**src/rtl/axis_frame_len_mon.sv**
```systemverilog
// Passive AXI-Stream frame length monitor.
// Measures each frame, flags runt/oversize/sat/bad, queues results.
module axis_frame_len_mon #(
  parameter int unsigned DATA_WIDTH  = 64,
  parameter bit          KEEP_ENABLE = (DATA_WIDTH > 8),
  parameter int unsigned KEEP_WIDTH  = DATA_WIDTH / 8,
  parameter int unsigned LEN_WIDTH   = 16,
  parameter int unsigned MIN_LEN     = 64,
  parameter int unsigned MAX_LEN     = 1518,
  parameter int unsigned FIFO_DEPTH  = 4
) (
  input  logic                  clk,
  input  logic                  rst,
  input  logic [KEEP_WIDTH-1:0] monitor_axis_tkeep,
  input  logic                  monitor_axis_tvalid,
  input  logic                  monitor_axis_tready,
  input  logic                  monitor_axis_tlast,
  input  logic                  monitor_axis_tuser,
  output logic [LEN_WIDTH-1:0]  m_len,
  output logic [3:0]            m_flags,
  output logic                  m_valid,
  input  logic                  m_ready,
  output logic                  in_frame,
  output logic [15:0]           drop_count,
  output logic                  drop_pulse
);

  localparam int unsigned CW = $clog2(KEEP_WIDTH + 1);
  localparam int unsigned SW = LEN_WIDTH + CW;
  localparam int unsigned XW = LEN_WIDTH + 32;
  localparam int unsigned AW = $clog2(FIFO_DEPTH);
  localparam int unsigned RW = LEN_WIDTH + 4;

  logic [LEN_WIDTH-1:0] acc_q, acc_d;
  logic                 sat_q, sat_d;
  logic                 bad_q, bad_d;
  logic                 in_frame_q, in_frame_d;
  logic [AW-1:0]        wr_ptr_q, wr_ptr_d;
  logic [AW-1:0]        rd_ptr_q, rd_ptr_d;
  logic [AW:0]          cnt_q, cnt_d;
  logic [15:0]          drop_cnt_q, drop_cnt_d;
  logic                 drop_pulse_q;

  logic [RW-1:0]        mem [FIFO_DEPTH];

  logic [CW-1:0]        beat_size;
  logic [SW-1:0]        sum;
  logic                 ovf;
  logic [LEN_WIDTH-1:0] acc_sum;
  logic                 beat;
  logic                 push;
  logic                 pop;
  logic                 full;
  logic                 drop;
  logic                 wr_en;
  logic                 res_runt;
  logic                 res_over;
  logic [RW-1:0]        res;
  logic [RW-1:0]        head;

  always_comb begin
    beat_size = '0;
    if (KEEP_ENABLE) begin
      for (int i = 0; i < KEEP_WIDTH; i++) begin
        beat_size = beat_size + CW'(monitor_axis_tkeep[i]);
      end
    end else begin
      beat_size = CW'(1);
    end
  end

  assign beat = monitor_axis_tvalid && monitor_axis_tready;
  assign sum  = SW'(acc_q) + SW'(beat_size);
  assign ovf  = |sum[SW-1:LEN_WIDTH];
  assign acc_sum = ovf ? '1 : sum[LEN_WIDTH-1:0];

  // Length checks run on the saturated total.
  assign res_runt = XW'(acc_sum) < XW'(MIN_LEN);
  assign res_over = XW'(acc_sum) > XW'(MAX_LEN);
  assign res = {sat_q | ovf, bad_q | monitor_axis_tuser,
                res_over, res_runt, acc_sum};

  assign m_valid = !rst && (cnt_q != '0);
  assign pop     = m_valid && m_ready;
  assign full    = cnt_q == (AW + 1)'(FIFO_DEPTH);
  assign push    = beat && monitor_axis_tlast;
  assign drop    = push && full && !pop;
  assign wr_en   = push && !drop;

  always_comb begin
    acc_d      = acc_q;
    sat_d      = sat_q;
    bad_d      = bad_q;
    in_frame_d = in_frame_q;
    if (beat) begin
      if (monitor_axis_tlast) begin
        acc_d      = '0;
        sat_d      = 1'b0;
        bad_d      = 1'b0;
        in_frame_d = 1'b0;
      end else begin
        acc_d      = acc_sum;
        sat_d      = sat_q | ovf;
        bad_d      = bad_q | monitor_axis_tuser;
        in_frame_d = 1'b1;
      end
    end
  end

  always_comb begin
    wr_ptr_d   = wr_ptr_q;
    rd_ptr_d   = rd_ptr_q;
    cnt_d      = cnt_q;
    drop_cnt_d = drop_cnt_q;
    if (wr_en) wr_ptr_d = wr_ptr_q + 1'b1;
    if (pop)   rd_ptr_d = rd_ptr_q + 1'b1;
    unique case ({wr_en, pop})
      2'b10:   cnt_d = cnt_q + 1'b1;
      2'b01:   cnt_d = cnt_q - 1'b1;
      default: cnt_d = cnt_q;
    endcase
    if (drop && (drop_cnt_q != 16'hFFFF)) begin
      drop_cnt_d = drop_cnt_q + 16'd1;
    end
  end

  always_ff @(posedge clk) begin
    if (rst) begin
      acc_q        <= '0;
      sat_q        <= 1'b0;
      bad_q        <= 1'b0;
      in_frame_q   <= 1'b0;
      wr_ptr_q     <= '0;
      rd_ptr_q     <= '0;
      cnt_q        <= '0;
      drop_cnt_q   <= '0;
      drop_pulse_q <= 1'b0;
    end else begin
      acc_q        <= acc_d;
      sat_q        <= sat_d;
      bad_q        <= bad_d;
      in_frame_q   <= in_frame_d;
      wr_ptr_q     <= wr_ptr_d;
      rd_ptr_q     <= rd_ptr_d;
      cnt_q        <= cnt_d;
      drop_cnt_q   <= drop_cnt_d;
      drop_pulse_q <= drop;
    end
  end

  always_ff @(posedge clk) begin
    if (wr_en && !rst) begin
      mem[wr_ptr_q] <= res;
    end
  end

  assign head       = m_valid ? mem[rd_ptr_q] : '0;
  assign m_len      = head[LEN_WIDTH-1:0];
  assign m_flags    = head[RW-1:LEN_WIDTH];
  assign in_frame   = in_frame_q;
  assign drop_count = drop_cnt_q;
  assign drop_pulse = drop_pulse_q;

endmodule

```
**config.mk**
```make
export PLATFORM = sky130hd
export DESIGN_NAME = axis_frame_len_mon
export DESIGN_NICKNAME = d
export VERILOG_FILES = /design/src/rtl/axis_frame_len_mon.sv
export SDC_FILE = /design/constraint.sdc
export NUM_CORES = 1
export LEC_CHECK = 0
export BUFFER_PORTS_ARGS = -buffer_cell sky130_fd_sc_hd__buf_4
export CORE_MARGIN = 2
export CORE_UTILIZATION = 55
export CTS_CLUSTER_DIAMETER = 80
export CTS_CLUSTER_SIZE = 16
export DETAILED_ROUTE_END_ITERATION = 10
export PLACE_DENSITY = 0.87
export SLEW_MARGIN = 10
export SYNTH_ARGS = -nofsm -noshare
export SYNTH_HDL_FRONTEND = slang
export SYNTH_SLANG_ARGS = --single-unit
export TNS_END_PERCENT = 10
```
**constraint.sdc**
```tcl
create_clock -name clk -period 11.6 [get_ports clk]
set_input_delay 2.32 -clock clk [delete_from_list [all_inputs] [get_ports clk]]
set_output_delay 2.32 -clock clk [all_outputs]
set_load 0.05 [all_outputs]
```
==> metrics.yaml <==
fin_crit_sh_pct: 52.5
fin_area_um2: 6860
io_buffers: 53
wl_per_cell_um: 18.5
initial_core_util_pct: 56.3
critical_path_arrival_ns: 3.77
yosys-top-cells-area: "edfxtp_1 42%, dfxtp_1 16%, mux4_2 7.8%, nor2_1 3.6%, and2_1 2.8%"
synth_fp_nets: 486
n_antenna_cell: 0
ys_seq_area_share_pct: 57.4
synth_area_um2: 5760
cts.repair.resized: 0
cts_sinks: 125
rsz0062_at_grt: "no"
synth_warnings: 0
pin_count: 54
grt_antenna_before_repair: 0
synth_top_area_cell: "edfxtp_1"
synth.avg_cell_area_um2: 12.7
finalHoldViolCount: 0
gp_congestion: 0.843
power.density_nw_per_um2: 173
grt_pass1_vias: 3985
slowest_stage: "nor2_2"
end_kind: "output pin"
drt-total-wl_um: 12100
ctsHoldBuffers: 0
post_cts_buffers: 0
core_area_um2: 10200
fmax_ghz: 0.164
worst_slew_pin_slew_ns: 1.06
vias: 3859
synth_enable_flop_cells: 80
final_nets: 541
fin_cells: 657
crit_path_cell_trace: "buf_4, nor2_2, and2_1, buf_4"
hp-class: "flop to flop"
nFillCells: 686
dp_cells: 626
tritoncts: "yes"
drc: 0
clk_latency_ns: 0.50
grt_max_degree: 45
chipHeight_um: 106
drive_above_1_share_pct: 23.6
skew_ns: 0.0121
relSlewSlack_pct: 29.0
rows: 37
grt_pass1_wl_um: 19800
synth-seq-cells: 125
layout_commonest_cell: "edfxtp_1"
post_dp_cell_area_um2: 6260
slowest_delay_ns: 0.68
layout-area-overhead-vs-synth_pct: 19.2
synthFlopType: "edfxtp_1"
dieArea_um2: 11300
synth_cell_types: 55
timing.final.max_slew_violations: 0
cp.required_ns: 9.28
run_status: "finished, final reports clean"
dr.pass1.iters: 9
grt_overflow: 0
ys_async_sr_fraction_pct: 0
cp-start-kind: "input pin"
htree_levels: 4
tns_ns: 0
clk_pin_slew_ns: 0.06
grt_usage_pct: 22.9
cp_common_cell: "buf_4"
ir_drop_v: 0.0000909
clockBufferDepth: 2
root_buffer: "clkbuf_8"
crit_path_max_fanout: 44
period_minus_slack_ns: 6.09
finalSetupViolCount: 0
final_antenna_net_count: 0
leakagePower_uw: 0.00249
final_cell_mix: "80 x edfxtp_1, 54 x nor2_1, 54 x buf_4, 45 x dfxtp_1"
via_per_inst: 5.87
die_w_um: 106
critPathKind: "input pin to output pin"
post-dp-hpwl_um: 7770
cts_buffers: 17
netlist_instances: 454
max_cap_viol_count: 0
drtIter0Drc: 418
synth_top_cell_area_share_pct: 41.7
sequential cells by signal (all words and copies together), names as in the netlist, named ones only:
name	flops
acc_q	16
bad_q	1
cnt_q	3
drop_count	16
drop_pulse	1
in_frame	1
mem	80
rd_ptr_q	2
sat_q	1
wr_ptr_q	2
path summary, 6_finish.rpt:
path | endpoint | startpoint | slack (ns) | depth (start not counted)
setup reg to reg | mem[1][17] | acc_q[0] | 7.74 | 12
hold reg to reg | acc_q[1] | acc_q[1] | 0.47 | 2
setup / recovery | m_flags[2] | rst | 5.51 | 4
hold / removal | acc_q[1] | acc_q[1] | 0.47 | 2
cells in the mapped netlist, drive strengths merged, types with 13 or more instances:
master / instances
edfxtp: 80
nor2: 55
dfxtp: 45
and2: 27
nand2: 26
mux4: 20
a21oi: 17
inv: 17
xor2: 16
clkbuf: 14
nand3: 13
routing by layer:
| metal | up-vias | GRT usage [%] | part of all wire, % |
|---|---|---|---|
| li1 | 1776 | - | - |
| met1 | 1894 | 27.9 | 39 |
| met2 | 172 | 40.2 | 53 |
| met3 | 17 | 4.78 | 6.2 |
| met4 | 0 | 8.27 | 1.2 |
| met5 | - | 0 | 0 |
report_power, final:
part	switching, uW	internal, uW
logic	105	58.3
registers	4.67	485
clock network	200	331
total	310	874
worst max-delay path: cells and delay by family:
family                 cells  cell delay, ns
and+or+nand+nor            2            0.95
buffers and inverters      2            0.46
cells by family after synthesis:
group	share of synthesized area [%]
AO/OA/AOI/OAI	7.04
XOR/XNOR	4.11
adder cells (fa/ha/maj)	4.48
buffers and inverters	2.37
flip-flops	57.4
multiplexers	8.91
AND/OR/NAND/NOR	15.7
metrics by stage:
stage	worst slack, ns	power (uW)	hold slack (ns)	util, %
after CTS	5.15	1190	0.475	67.0
after global placement	5.22	655	0.443	61.2
after global routing	5.42	1230	0.493	67.1
after floorplan	5.56	617	0.428	-
final	5.51	1180	0.468	67.1
after detailed placement	5.16	661	0.466	61.2
area by class of cell:
cell class / instances / area (um2) / area share, %
Inverter: 17 / 63.8 / 0.930
Clock buffer: 17 / 414 / 6.04
Multi-Input combinational cell: 294 / 2320 / 33.8
Tap cell: 136 / 170 / 2.48
Sequential cell: 125 / 3300 / 48.1
Clock inverter: 14 / 184 / 2.68
Timing Repair Buffer: 54 / 405 / 5.91
No activity file was read; power rests on OpenSTA's default activity.
